File: config.mk
export PLATFORM = sky130hd
export DESIGN_NAME = seg_capture_flat
export DESIGN_NICKNAME = d
export VERILOG_FILES = /design/src/rtl/seg_capture_if.sv /design/src/rtl/seg_capture.sv /design/src/flat_wrapper.sv
export SDC_FILE = /design/constraint.sdc
export NUM_CORES = 1
export LEC_CHECK = 0
export BUFFER_PORTS_ARGS = -buffer_cell sky130_fd_sc_hd__clkbuf_2
export CORE_MARGIN = 2
export CORE_UTILIZATION = 62
export DETAILED_ROUTE_END_ITERATION = 10
export GPL_TIMING_DRIVEN = 0
export HOLD_SLACK_MARGIN = 0.15
export PLACE_DENSITY = 0.86
export SYNTH_ARGS = -nofsm -noshare
export SYNTH_HDL_FRONTEND = slang
export SYNTH_SLANG_ARGS = --single-unit
export TNS_END_PERCENT = 5
File: constraint.sdc
create_clock -name clk -period 4.7 [get_ports clk]
set_input_delay 0.235 -clock clk [delete_from_list [all_inputs] [get_ports clk]]
set_output_delay 0.235 -clock clk [all_outputs]
set_load 0.02 [all_outputs]
File: src/rtl/seg_capture_if.sv
// Handshake bundle for the 7-segment capture block: two segment bytes in, one decoded byte out.
// The master side is the panel/bench; the slave side is seg_capture.
interface seg_capture_if;
    logic [7:0] seg0_in;
    logic [7:0] seg1_in;
    logic       sample_en;
    logic       out_valid;
    logic       out_ready;
    logic [7:0] out_byte;
    logic [1:0] out_err;

    modport master (
        output seg0_in, seg1_in, sample_en, out_ready,
        input  out_valid, out_byte, out_err
    );

    modport slave (
        input  seg0_in, seg1_in, sample_en, out_ready,
        output out_valid, out_byte, out_err
    );
endinterface

File: src/rtl/seg_capture.sv
// Receive side of a two-digit active-low 7-segment bus: debounces the display,
// decodes each digit to a hex nibble and emits one byte per distinct stable value.
module seg_capture #(
    parameter int STABLE_CYCLES = 4
) (
    input  logic         clk,
    input  logic         rst,
    seg_capture_if.slave bus
);
    localparam int CNT_W = $clog2(STABLE_CYCLES + 1);

    typedef enum logic [1:0] {IDLE, TRACK, HOLD, DONE} state_t;

    state_t           r_state;
    logic [CNT_W-1:0] r_cnt;
    logic [15:0]      r_cand;
    logic             r_out_valid;
    logic [7:0]       r_out_byte;
    logic [1:0]       r_out_err;

    logic [15:0]      w_cur;
    logic             w_blank;
    logic [CNT_W-1:0] w_cnt_inc;
    logic             w_stable_hit;
    logic [7:0]       w_dec_byte;
    logic [1:0]       w_dec_err;

    assign w_cur        = {bus.seg1_in, bus.seg0_in};
    assign w_blank      = (w_cur == 16'h0000);
    assign w_cnt_inc    = r_cnt + CNT_W'(1);
    assign w_stable_hit = (w_cnt_inc == CNT_W'(STABLE_CYCLES));

    // Decoding the live inputs is enough: a capture only happens when cur equals cand.
    for (genvar gi = 0; gi < 2; gi++) begin : g_dec
        logic [6:0] w_p;
        logic [3:0] w_nib;
        logic       w_bad;

        assign w_p = ~w_cur[gi*8+1 +: 7];

        always_comb begin
            w_nib = 4'h0;
            w_bad = 1'b0;
            case (w_p)
                7'b1111110: w_nib = 4'h0;
                7'b0110000: w_nib = 4'h1;
                7'b1101101: w_nib = 4'h2;
                7'b1111001: w_nib = 4'h3;
                7'b0110011: w_nib = 4'h4;
                7'b1011011: w_nib = 4'h5;
                7'b1011111: w_nib = 4'h6;
                7'b1110000: w_nib = 4'h7;
                7'b1111111: w_nib = 4'h8;
                7'b1111011: w_nib = 4'h9;
                7'b1110111: w_nib = 4'hA;
                7'b0011111: w_nib = 4'hB;
                7'b1001110: w_nib = 4'hC;
                7'b0111101: w_nib = 4'hD;
                7'b1001111: w_nib = 4'hE;
                7'b1000111: w_nib = 4'hF;
                default:    w_bad = 1'b1;
            endcase
        end
    end

    assign w_dec_byte = {g_dec[1].w_nib, g_dec[0].w_nib};
    assign w_dec_err  = {g_dec[1].w_bad, g_dec[0].w_bad};

    always_ff @(posedge clk or posedge rst) begin
        if (rst) begin
            r_state     <= IDLE;
            r_cnt       <= '0;
            r_cand      <= 16'h0000;
            r_out_valid <= 1'b0;
            r_out_byte  <= 8'h00;
            r_out_err   <= 2'b00;
        end else begin
            case (r_state)
                IDLE: begin
                    if (bus.sample_en && !w_blank) begin
                        r_cand <= w_cur;
                        r_cnt  <= CNT_W'(1);
                        if (STABLE_CYCLES == 1) begin
                            r_out_byte  <= w_dec_byte;
                            r_out_err   <= w_dec_err;
                            r_out_valid <= 1'b1;
                            r_state     <= HOLD;
                        end else begin
                            r_state <= TRACK;
                        end
                    end
                end
                TRACK: begin
                    if (!bus.sample_en || w_blank) begin
                        r_cnt   <= '0;
                        r_state <= IDLE;
                    end else if (w_cur != r_cand) begin
                        r_cand <= w_cur;
                        r_cnt  <= CNT_W'(1);
                    end else begin
                        r_cnt <= w_cnt_inc;
                        if (w_stable_hit) begin
                            r_out_byte  <= w_dec_byte;
                            r_out_err   <= w_dec_err;
                            r_out_valid <= 1'b1;
                            r_state     <= HOLD;
                        end
                    end
                end
                HOLD: begin
                    // Inputs are deliberately ignored here so a pending byte is never lost.
                    if (bus.out_ready) begin
                        r_out_valid <= 1'b0;
                        r_state     <= DONE;
                    end
                end
                DONE: begin
                    if (!bus.sample_en || (w_cur != r_cand)) begin
                        r_cnt   <= '0;
                        r_state <= IDLE;
                    end
                end
                default: r_state <= IDLE;
            endcase
        end
    end

    assign bus.out_valid = r_out_valid;
    assign bus.out_byte  = r_out_byte;
    assign bus.out_err   = r_out_err;
endmodule
File: src/flat_wrapper.sv
// flat-port wrapper written by rule: the top's interface ports become plain ports
module seg_capture_flat 
#(
    parameter int STABLE_CYCLES = 4
)
  (clk, rst, bus_seg0_in, bus_seg1_in, bus_sample_en, bus_out_ready, bus_out_valid, bus_out_byte, bus_out_err);
  seg_capture_if bus_i ();
  input  logic clk;
  input  logic rst;
  input wire logic [$bits(bus_i.seg0_in)-1:0] bus_seg0_in;
  input wire logic [$bits(bus_i.seg1_in)-1:0] bus_seg1_in;
  input wire logic [$bits(bus_i.sample_en)-1:0] bus_sample_en;
  input wire logic [$bits(bus_i.out_ready)-1:0] bus_out_ready;
  output wire logic [$bits(bus_i.out_valid)-1:0] bus_out_valid;
  output wire logic [$bits(bus_i.out_byte)-1:0] bus_out_byte;
  output wire logic [$bits(bus_i.out_err)-1:0] bus_out_err;
  assign bus_i.seg0_in = bus_seg0_in;
  assign bus_i.seg1_in = bus_seg1_in;
  assign bus_i.sample_en = bus_sample_en;
  assign bus_i.out_ready = bus_out_ready;
  assign bus_out_valid = bus_i.out_valid;
  assign bus_out_byte = bus_i.out_byte;
  assign bus_out_err = bus_i.out_err;
  seg_capture #(.STABLE_CYCLES(STABLE_CYCLES)) u_core (.clk(clk), .rst(rst), .bus(bus_i));
endmodule
# After elaboration in Yosys (flattened, before gate mapping)
# Index checks and enable logic that the tools add are counted.
dict set report classes {
  add_sub_neg 1
  eq_ne 46
  muxes 25
  bitwise_logic 4
  reduce_logical 17
}
# op count
set op_table {}
lappend op_table {{$eq 7x7->1 const B} 24}
lappend op_table {{$pmux 4 s15} 2}
lappend op_table {{$mux 16} 3}
lappend op_table {{$eq 7x6->1 const B} 6}
lappend op_table {{$pmux 16 s2} 1}
lappend op_table {{$reduce_or 16->1} 2}
lappend op_table {{$logic_not 16->1} 1}
lappend op_table {{$ne 16x16->1} 1}
lappend op_table {{$eq 7x5->1 const B} 2}
lappend op_table {{$not 7->7} 2}
lappend op_table {{$mux 2} 6}
lappend op_table {{$mux 3} 4}
lappend op_table {{$reduce_and 5->1} 2}
lappend op_table {{$pmux 3 s3} 1}
lappend op_table {{$ne 2x1->1 const B} 4}
lappend op_table {{$pmux 2 s4} 1}
lappend op_table {{$reduce_and 4->1} 2}
lappend op_table {{$mux 1} 6}
lappend op_table {{$ne 2x2->1 const B} 3}
lappend op_table {{$eq 2x2->1 const B} 2}
lappend op_table {{$reduce_bool 2->1} 2}
lappend op_table {{$add 3x1->3 const B} 1}
lappend op_table {{$eq 3x3->1 const B} 1}
lappend op_table {{$ne 3x1->1 const B} 1}
lappend op_table {{other kinds (10)} 13}
dict set report word_totals {
  ff_bits 32
  input_bits 20
  output_inout_bits 11
  elab_cells 99
}

# Longest topological paths before layout
# Gate-level depths: netlist of run 1.
dict set report logic_depth {
  depth_word 6
  mapped_depth 8
  ltp_nobuf 5
}

# Worst setup path before layout of run 1
# No wires, ideal clock.
dict set report synth_path {
  path_kind {input -> register}
  from {input bus_seg1_in[2]}
  to {register u_core.r_out_byte[1], in the netlist u_core.bus.out_byte[1]}
  setup_ns 0.125
  arrival_ns 1.801
  t_required_ns 4.575
  slack_ns 2.773
  path_stages 7
  path_buffers 2
  path_cell_list {clkbuf_1 -> xnor2_1 -> nand3_1 -> nor3_1 -> and4_4 -> buf_6 -> mux2_4}
}
dict set report synth_via {
  elab_chain_cells 4
  word_cells_on_any_way 6
  cone_classes {1 x eq/ne; 2 x bitwise; 3 x reduce/logical}
}
# element line_no
set synth_lines {}
lappend synth_lines {{from (decl)} flat_wrapper.sv:11} ;# input wire logic [$bits(bus_i.seg1_in)-1:0] bus_seg1_in;
lappend synth_lines {{$logic_not 16->1} seg_capture.sv:29} ;# assign w_blank = (w_cur == 16'h0000);
lappend synth_lines {{$logic_or 1x1->1} seg_capture.sv:94} ;# if (!bus.sample_en || w_blank) begin
lappend synth_lines {{$not 1->1 (no line)} --}
lappend synth_lines {{$reduce_and 4->1 (no line) (*)} --}
lappend synth_lines {{to (signal assigned)} seg_capture.sv:84} ;# r_out_byte <= w_dec_byte;
lappend synth_lines {{to (signal assigned)} seg_capture.sv:103} ;# r_out_byte <= w_dec_byte;
lappend synth_lines {{to (decl)} seg_capture.sv:18} ;# logic [7:0] r_out_byte;
# Mark *: on every way between the ends. The rest lies on a longest branch, timed or not.
# A chain may end at the register's enable or synchronous reset.

# Worst setup path after layout of run 1
dict set report layout_path {
  from {register u_core.r_cand[6]}
  to {register u_core.r_out_byte[2], in the netlist u_core.bus.out_byte[2]}
}
dict set report layout_via {
  elab_chain_cells 3
}
# element line_no
set layout_lines {}
lappend layout_lines {{from (decl)} seg_capture.sv:16} ;# logic [15:0] r_cand;
lappend layout_lines {{from (signal assigned)} seg_capture.sv:81} ;# r_cand <= w_cur;
lappend layout_lines {{from (signal assigned)} seg_capture.sv:98} ;# r_cand <= w_cur;
lappend layout_lines {{$ne 16x16->1} seg_capture.sv:97} ;# end else if (w_cur != r_cand) begin
lappend layout_lines {{$not 1->1 (no line)} --}
lappend layout_lines {{$reduce_and 4->1 (no line)} --}
# Every way passes these cells.

==> results.py, run 1 <==
metrics = {
    "synth": {
        "ys_types": 55,
        "ys_warn_count": 0,
        "synth_top_area_share": 0.348,
        "synth-seq-cells": 32,
        "synthTopCellsByArea": "dfrtp_1 35%, mux2_4 11%, xnor2_1 6.5%, mux2_2 3.4%, nand2_1 2.9%",
        "synth_edf_count": 0,
        "synth_area_leader_cell": "dfrtp_1",
        "postSynthCellCount": 228,
        "ys.flop_type": "dfrtp_1",
        "synth_nets": 250,
        "synth_area_sq_um": 2300,
        "async_flop_share": 1.00,
        "yosysSeqAreaShare": 0.348,
        "syn_area_per_cell_sq_um": 10.1,
    },
    "global_routing": {
        "track_usage": 0.273,
        "antenna_found_initial": 0,
        "grt_pass1_wl_microns": 8890,
        "gr-total-overflow": 0,
        "grt_max_degree": 33,
        "first_global_vias": 1805,
    },
    "drt": {
        "detail-route-antenna-nets": 0,
        "avgViaCountPerCell": 6.27,
        "first_iter_violations": 150,
        "drc": 0,
        "vias": 1955,
        "wl_per_cell_microns": 16.6,
        "finalWirelength_microns": 5190,
        "dr.pass1.iters": 4,
    },
    "floorplan": {
        "fp-row-count": 22,
        "start_util": 0.638,
        "ios": 31,
        "die_w_microns": 64.9,
        "dieArea_sq_um": 4210,
        "core_sq_um": 3610,
        "die_h_microns": 64.9,
    },
    "pwr": {
        "leakage_nw": 1.15,
        "p_comb_frac": 0.197,
        "internal_power_mw": 0.481,
        "power.total_mw": 0.663,
        "seqPwrFrac": 0.455,
        "p_sw_mw": 0.182,
        "clkPwrFrac": 0.348,
        "swShare": 0.274,
        "ir_drop_v": 0.000168,
        "p_per_area_nw_per_um2": 253,
    },
    "critical_path": {
        "worst-endpoint-arrival_ps": 2330,
        "worst-path-max-fanout": 10,
        "max_stage_delay_ps": 450,
        "start_kind": "flop",
        "r2r_slack_ps": 2540,
        "crit_family": "simple AND/OR/NAND/NOR gates",
        "path_buf_inv": 1,
        "crit_slowest_cell": "nor3_1",
        "end_kind": "flop",
        "critPathKind": "flop to flop",
        "worstPathRequired_ps": 4870,
        "path_cells": "xnor2_1 -> nand4_1 -> nor3_1 -> and4_4 -> buf_6 -> mux2_4",
    },
    "worst_hold_path": {
        "hold_path.class": "input port to flop",
    },
    "cts": {
        "hold_buffers": 0,
        "cts_buffers": 5,
        "clk_path_buf_depth": 2,
        "h-tree-depth": 2,
        "cts_root_buffer": "clkbuf_8",
        "path_clk_slew_ps": 70,
        "ctsResizeCount": 0,
        "clock_latency_ps": 280,
        "cts_sinks": 32,
        "cts_tree": "built",
        "postCtsSetupBuffers": 0,
    },
    "run_status": {
        "outcome": "finished, final reports clean",
    },
    "timing": {
        "tightest_slew_ps": 644,
        "timing.hold.ws_ps": 229,
        "slew_viol_final": 0,
        "period_minus_slack_ps": 2160,
        "grt_setup_unrepaired": "false",
        "finalWorstSetupSlack_ps": 2540,
        "relSlewSlack": 0.565,
        "fin_crit_sh": 0.459,
        "fin_setup_tns_ps": 0,
        "fin_worst_skew_ps": 4.30,
        "finalHoldViolations": 0,
        "fmax_ghz": 0.463,
        "setup_viol_count_final": 0,
    },
    "place": {
        "dp_hpwl_microns": 3650,
        "port_buffers": 27,
        "post-place-cells": 303,
        "pre_cts_ws_ps": 2470,
        "place.gp.congestion": 0.914,
        "placed_cell_area_sq_um": 2500,
    },
    "finish": {
        "fin_util": 0.727,
        "finalNonFillerCells": 312,
        "fin_nets": 286,
        "layout-drive-gt1-share": 0.295,
        "fin_area_sq_um": 2620,
        "syn_to_final_growth_pct": 14.0,
        "antenna-diode-count": 0,
    },
    "job": {
        "max_cap_violations": 0,
    },
}
[final timing paths]
kind | startpoint | endpoint | cells past startpoint
setup / recovery | u_core.r_cand[6] | u_core.bus.out_byte[2] | 6
hold reg to reg | u_core.bus.out_valid | u_core.bus.out_valid | 1
hold / removal | bus_seg1_in[0] | u_core.r_cand[8] | 2
min in group asynchronous | rst | u_core.bus.out_byte[7] | 3
max in group asynchronous | rst | u_core.r_cand[7] | 4
setup reg to reg | u_core.r_cand[6] | u_core.bus.out_byte[2] | 6
[kinds of logic after synthesis]
| logic type | share of synthesized area |
|---|---|
| AO/OA/AOI/OAI | 0.139 |
| AND/OR/NAND/NOR | 0.227 |
| buffers and inverters | 0.0582 |
| multiplexers | 0.145 |
| adder cells (fa/ha/maj) | 0.0109 |
| XOR/XNOR | 0.0723 |
| flip-flops | 0.348 |
[layer usage]
layer | up-vias | part of all wire | track usage
li1 | 921 | - | -
met1 | 941 | 0.46 | 0.394
met2 | 79 | 0.47 | 0.403
met3 | 14 | 0.054 | 0.0608
met4 | 0 | 0.018 | 0.0957
met5 | - | 0 | 0
[flip-flops by register name, summed over array words and instances (netlist names), named ones only]
register              cells
u_core.r_cand            16
u_core.bus.out_byte       8
u_core.bus.out_valid      1
u_core.bus.out_err        2
u_core.r_cnt              3
u_core.r_state            1
[cell usage in the layout, fill, tap and decap left out, types with 7 or more instances in the layout]
cell | synthesis | final
clkbuf_8 | 0 | 7
o21ai_0 | 8 | 8
dfrtp_1 | 32 | 32
nor2_1 | 9 | 9
nand2_1 | 18 | 18
mux2_2 | 7 | 7
clkbuf_2 | 0 | 27
xnor2_1 | 17 | 17
clkbuf_1 | 12 | 12
mux2_4 | 17 | 17
[cell usage after synthesis, types with 3 or more instances]
cell type   n
nor4_1      4
a32oi_1     3
or3_1       6
clkbuf_1   12
a31oi_1     3
nand3_1     4
a21o_1      3
o311ai_0    3
a211o_1     4
buf_6       3
a41oi_1     3
o21ai_0     8
or4b_2      3
nand2_1    18
dfrtp_1    32
nand2b_1    5
nand3b_1    5
mux2_4     17
or4_1       3
nand4_1     6
inv_1       6
nor2_1      9
xnor2_1    17
mux2_2      7
[final cells by class]
class,count,area [sq um]
Buffer,19,111
Clock buffer,7,96.3
Fill cell,270,983
Inverter,6,22.5
Multi-Input combinational cell,171,1370
Sequential cell,32,801
Tap cell,48,60.1
Timing Repair Buffer,29,165
[power by group through the flow]
stage | registers, mW | clock network, mW | logic [mW]
4_1_cts | 0.301 | 0.235 | 0.127
6_report | 0.301 | 0.231 | 0.131
3_3_place_gp | 0.305 | 0 | 0.123
5_1_grt | 0.303 | 0.248 | 0.143
3_5_place_dp | 0.306 | 0 | 0.126
2_1_floorplan | 0.303 | 0 | 0.0940
Power figures use the tool's default switching activity.
==> inputs of run 2 (changes only) <==
ABC_AREA = 1   (was default)
CORE_UTILIZATION = 52   (was 62)
PLACE_DENSITY = 0.77   (was 0.86)
clock period = 1.9 ns   (was 4.7 ns; I/O delays follow)
==> run 2 against run 1 <==
  * Synthesized cell count rose by 55%
  * Cell area increased by 2.7%
  * Wire length is 2.2% lower
  * Combinational power is 140% higher
  * Critical path depth increased by 6
  * Sequential cell count is the same
  * Synthesized area increased by 0.22%
  * Sequential share of layout area decreased by 0.81 points
  * Non-clock buffer count shrank 7
  * Die area rose by 18%
  * Sequential power is 150% higher
  * Power rose to 2.6 times the previous value
==> results.py, run 2 <==
metrics = {
    "run_status": {
        "outcome": "finished, final reports clean",
    },
    "critical_path": {
        "worstPathRequired_ps": 2060,
        "r2r_slack_ps": 210,
        "crit_slowest_cell": "dlygate4sd3_1",
        "worst-path-max-fanout": 10,
        "path_buf_inv": 4,
        "crit_family": "buffers and inverters",
        "start_kind": "input port",
        "end_kind": "flop",
        "critPathKind": "input port to flop",
        "cp_num_cells": 12,
        "critPathCapture": "u_core.r_cand[4]",
        "rr_worst_depth": 9,
        "worst-endpoint-arrival_ps": 1940,
        "reg2reg_to": "u_core.r_cand[4]",
        "max_stage_delay_ps": 520,
        "path_cells": "dlygate4sd3_1 -> clkbuf_2 -> inv_1 -> nand2_1 -> nand2_1 -> nor2_1 -> nand2_1 -> nor2_4 -> nand2_4 -> o21ai_4 -> buf_6 -> o21ai_0",
        "timing.rr.start": "u_core.r_cand[9]",
        "worstSetupStartpoint": "bus_seg1_in[0]",
        "cp_common_cell": "nand2_1",
    },
    "place": {
        "place.gp.congestion": 0.914,
        "placed_cell_area_sq_um": 2520,
        "port_buffers": 29,
        "dp_hpwl_microns": 3860,
        "pre_cts_ws_ps": 174,
        "post-place-cells": 434,
    },
    "cts": {
        "path_clk_slew_ps": 70,
        "clk_path_buf_depth": 2,
        "postCtsSetupBuffers": 0,
        "h-tree-depth": 2,
        "cts_buffers": 5,
        "cts_root_buffer": "clkbuf_8",
        "cts_sinks": 32,
        "clock_latency_ps": 280,
        "cts_tree": "built",
    },
    "timing": {
        "finalHoldViolations": 0,
        "grt_setup_unrepaired": "false",
        "finalWorstSetupSlack_ps": 114,
        "slew_viol_final": 0,
        "setup_viol_count_final": 0,
        "fin_setup_tns_ps": 0,
        "fmax_ghz": 0.560,
        "relSlewSlack": 0.529,
        "tightest_slew_ps": 702,
        "fin_crit_sh": 0.940,
        "timing.hold.ws_ps": 173,
        "fin_worst_skew_ps": 8.72,
        "period_minus_slack_ps": 1790,
    },
    "finish": {
        "area.sequential_sq_um": 801,
        "fin_util": 0.623,
        "syn_to_final_growth_pct": 16.8,
        "multi_input_area_sq_um": 1260,
        "final_cell_mix": "124 x nand2_1, 46 x inv_1, 46 x nor2_1",
        "finalNonFillerCells": 448,
        "antenna-diode-count": 0,
        "layout-drive-gt1-share": 0.179,
        "final_common_cell": "nand2_1",
        "fillCellCount": 412,
        "largest_register_ffs": 16,
        "fin_area_sq_um": 2690,
        "fin_nets": 417,
        "regMostFlops": "u_core.r_cand",
    },
    "floorplan": {
        "start_util": 0.533,
        "fp-row-count": 24,
        "dieArea_sq_um": 4980,
        "die_w_microns": 70.6,
        "core_sq_um": 4320,
        "ios": 31,
        "die_h_microns": 70.6,
    },
    "drt": {
        "detail-route-antenna-nets": 0,
        "finalWirelength_microns": 5070,
        "wl_per_cell_microns": 11.3,
        "first_iter_violations": 133,
        "dr.pass1.iters": 4,
        "avgViaCountPerCell": 5.04,
        "vias": 2259,
        "drc": 0,
    },
    "synth": {
        "postSynthCellCount": 353,
        "ys.flop_type": "dfrtp_1",
        "synth_nets": 375,
        "async_flop_share": 1.00,
        "synth_edf_count": 0,
        "synth_area_leader_cell": "dfrtp_1",
        "syn_area_per_cell_sq_um": 6.53,
        "synth_common_cells": "124 x nand2_1, 47 x inv_1, 46 x nor2_1",
        "ys_types": 28,
        "synthTopCellsByArea": "dfrtp_1 35%, nand2_1 20%, inv_1 7.7%, nor2_1 7.5%, o21ai_2 6.5%",
        "synth_area_sq_um": 2310,
        "synth-seq-cells": 32,
        "yosysMostFrequentCell": "nand2_1",
        "ys_warn_count": 0,
        "synth_top_area_share": 0.347,
        "yosysSeqAreaShare": 0.347,
    },
    "global_routing": {
        "first_global_vias": 2079,
        "gr-total-overflow": 0,
        "grt_pass1_wl_microns": 8930,
        "track_usage": 0.221,
        "grt_max_degree": 33,
        "antenna_found_initial": 0,
    },
    "pwr": {
        "p_per_area_nw_per_um2": 633,
        "power.total_mw": 1.71,
        "leakage_nw": 1.49,
        "ir_drop_v": 0.000708,
    },
    "job": {
        "max_cap_violations": 0,
    },
    "worst_hold_path": {
        "hold_path.class": "input port to flop",
    },
}
[run 2: cell count changes in the layout (fill, tap and decap cells not counted), sizes merged, moves of 5 or more]
cell,previous run,this run
nor2,9,49
nor3,3,11
nand2b,5,0
xnor2,17,0
nand2,18,127
or3,6,0
nand3,4,20
mux2,24,0
nor4,5,0
inv,5,50
clkbuf,46,36
o21ai,8,31
[run 2: worst min-delay path, stage by stage]
cell and delay (ps):
clkbuf_2 140, inv_2 110, o21ai_2 70
[run 2: timing repair]
| item | CTS | global route |
|---|---|---|
| endpoints found under the hold margin | 5 | 18 |
| resized for setup | 0 | 1 |
| hold buffers | 4 | 1 |
| setup endpoints to repair | 0 | 23 |
[run 2: how the worst min path moves through the flow]
stage	to	startpoint	slack [ps]	depth (start not counted)
final	u_core.r_cand[13]	bus_seg1_in[5]	170	3
after global routing	u_core.r_cand[3]	bus_seg0_in[3]	180	3
after CTS	u_core.bus.out_err[1]	rst	160	2
after detailed placement	u_core.r_cand[8]	bus_seg1_in[0]	400	3
after global placement	u_core.r_cand[8]	bus_seg1_in[0]	390	3
after floorplan	asynchronous set/reset pin	rst	210	1
[run 2: cell families after synthesis]
family	after synthesis	synth area share
simple gates	222	0.410
buf+inv	57	0.107
compound gates	39	0.120
flops	32	0.347
fa+ha+maj	2	0.0109
xor+xnor	1	0.00380
[run 2: where the power goes]
group,internal (mW),switching [mW]
clock network,0.389,0.251
logic,0.113,0.204
registers,0.723,0.0275
[run 2: cell type report]
type	instances	area share
Tap cell	52	0.0242
Clock buffer	6	0.0269
Timing Repair Buffer	35	0.0780
Buffer	6	0.0209
Inverter	51	0.0711
Multi-Input combinational cell	264	0.469
Sequential cell	32	0.297
Clock inverter	2	0.0130
[run 2: routing by layer]
metal	global-route usage	vias up	wire length, microns
li1	-	1200	-
met5	0	-	0
met4	0.0629	0	57
met1	0.282	989	2330
met2	0.382	63	2460
met3	0.0484	7	223
==> inputs of run 3 (changes only) <==
CORE_UTILIZATION = 54   (was 52)
CTS_BUF_LIST = sky130_fd_sc_hd__clkbuf_4   (was default)
PLACE_DENSITY = 0.79   (was 0.77)
==> run 3 against run 2 <==
  * Power fell by 6.1%
  * Maximum frequency grew 1.3%
  * Clock-buffer cell count is 1 lower
  * Setup slack gained 23 ps
  * Critical path depth down 1
  * Clock power decreased by 21%
  * Via count is 4.2% higher
  * Sequential share of layout area fell by 1.1 points
  * Largest cell class unchanged
==> results.py, run 3 (synthesis results as in run 2) <==
metrics = {
    "run_status": {
        "outcome": "finished, final reports clean",
    },
    "critical_path": {
        "rr_worst_depth": 9,
        "timing.rr.start": "u_core.r_cand[9]",
        "crit_slowest_cell": "dlygate4sd3_1",
        "crit_family": "buffers and inverters",
        "start_kind": "input port",
        "path_buf_inv": 5,
        "cp_num_cells": 11,
        "path_cells": "dlygate4sd3_1 -> clkbuf_2 -> inv_2 -> nand4_1 -> nor2_1 -> nand2_1 -> nand3_1 -> inv_1 -> o21ai_4 -> buf_6 -> o21ai_0",
        "worstPathRequired_ps": 2120,
        "worst-path-max-fanout": 10,
        "worstSetupStartpoint": "bus_seg1_in[7]",
        "reg2reg_to": "u_core.r_cand[4]",
        "r2r_slack_ps": 230,
        "critPathCapture": "u_core.r_cand[4]",
        "max_stage_delay_ps": 550,
        "critPathKind": "input port to flop",
        "end_kind": "flop",
        "worst-endpoint-arrival_ps": 1980,
    },
    "worst_hold_path": {
        "holdCritStartpoint": "bus_seg0_in[1]",
        "hold_path.class": "input port to flop",
    },
    "finish": {
        "final_cell_mix": "124 x nand2_1, 46 x nor2_1, 43 x inv_1",
        "layout-drive-gt1-share": 0.181,
        "fin_nets": 430,
        "fin_area_sq_um": 2800,
        "antenna-diode-count": 0,
        "finalNonFillerCells": 459,
        "largest_register_ffs": 16,
        "fillCellCount": 359,
        "final_common_cell": "nand2_1",
        "syn_to_final_growth_pct": 21.4,
        "regMostFlops": "u_core.r_cand",
    },
    "place": {
        "dp_hpwl_microns": 3980,
        "place.gp.congestion": 0.910,
        "port_buffers": 29,
        "post-place-cells": 432,
        "placed_cell_area_sq_um": 2510,
    },
    "timing": {
        "slew_viol_final": 0,
        "tightest_slew_ps": 541,
        "period_minus_slack_ps": 1760,
        "grt_setup_unrepaired": "true",
        "fin_worst_skew_ps": 4.78,
        "finalHoldViolations": 0,
        "setup_viol_count_final": 0,
        "relSlewSlack": 0.637,
        "fmax_ghz": 0.567,
        "fin_crit_sh": 0.928,
    },
    "drt": {
        "dr.pass1.iters": 4,
        "detail-route-antenna-nets": 0,
        "finalWirelength_microns": 5580,
        "top_layer": "met4",
        "wl_met1_microns": 2460,
        "wl_per_cell_microns": 12.2,
        "wl_met3_microns": 246,
        "first_iter_violations": 156,
        "vias": 2355,
        "avgViaCountPerCell": 5.13,
        "drc": 0,
        "wl_met2_microns": 2840,
    },
    "floorplan": {
        "core_sq_um": 4060,
        "die_h_microns": 69.3,
        "fp-row-count": 23,
        "ios": 31,
        "start_util": 0.568,
        "dieArea_sq_um": 4810,
        "die_w_microns": 69.3,
    },
    "cts": {
        "clock_latency_ps": 330,
        "cts_root_buffer": "clkbuf_4",
        "clk_path_buf_depth": 2,
        "cts_sinks": 32,
        "cts_tree": "built",
        "h-tree-depth": 2,
        "path_clk_slew_ps": 100,
        "cts_buffers": 5,
    },
    "job": {
        "max_cap_violations": 0,
    },
    "global_routing": {
        "track_usage": 0.241,
        "grt_pass1_wl_microns": 9480,
        "first_global_vias": 2219,
        "gr-total-overflow": 0,
        "antenna_found_initial": 0,
        "grt_max_degree": 33,
    },
    "pwr": {
        "leakage_nw": 1.53,
        "p_per_area_nw_per_um2": 573,
        "ir_drop_v": 0.000327,
    },
}
run 3: changes by cell type in the layout (fill, tap and decap cells not counted), moves of 2 or more:
cell           before  now
dlygate4sd3_1       5   17
clkbuf_4            0    5
clkbuf_8            5    0
inv_1              46   43
inv_2               4    7
buf_2               0    2
clkbuf_2           29   27
clkinv_1            1    3
run 3: worst min-delay path by stage:
stage                            endpoint  depth (start not counted)  slack, ps
2_1_floorplan  asynchronous set/reset pin                          1        210
3_3_place_gp             u_core.r_cand[0]                          3        400
3_5_place_dp             u_core.r_cand[8]                          3        400
4_1_cts                  u_core.r_cand[1]                          3        150
5_1_grt                  u_core.r_cand[1]                          3        170
6_report                 u_core.r_cand[1]                          3        160
run 3: routing by layer:
layer | vias to the layer above | GRT usage
li1 | 1222 | -
met1 | 1074 | 0.290
met2 | 55 | 0.433
met3 | 4 | 0.0451
met4 | 0 | 0.0763
met5 | - | 0
run 3: what timing repair did:
item / in CTS / in global routing
buffers inserted: 0 / 1
hold buffers: 17 / 0
setup endpoints to repair: 0 / 26
resized for setup: 0 / 6
endpoints found under the hold margin: 49 / 0
run 3: where the power goes:
part,switching [mW],total (mW),internal (mW)
registers,0.0284,0.750,0.722
logic,0.212,0.344,0.132
clock network,0.240,0.508,0.269
run 3: through the flow:
step | setup WS (ps) | hold WS [ps] | util | power, mW | setup TNS (ps)
after floorplan | 411 | 211 | - | 0.980 | 0
after global placement | 216 | 396 | 0.619 | 1.06 | 0
after detailed placement | 206 | 402 | 0.619 | 1.07 | 0
after CTS | 80.7 | 152 | 0.680 | 1.61 | 0
after global routing | -12.5 | 172 | 0.690 | 1.69 | -12.7
final | 138 | 163 | 0.690 | 1.60 | 0
run 3: worst min-delay path: stages:
cell and delay [ps]:
clkbuf_2 110, inv_1 170, o21ai_2 90
run 3: final cells by class:
type | count | area (sq um) | share of cell area
clock buffer | 5 | 37.5 | 0.0134
multi-input combinational | 264 | 1260 | 0.451
inverter | 51 | 191 | 0.0684
clock inverter | 3 | 37.5 | 0.0134
buffer | 6 | 56.3 | 0.0201
sequential | 32 | 801 | 0.286
tap | 50 | 62.6 | 0.0224
timing repair buffer | 48 | 350 | 0.125
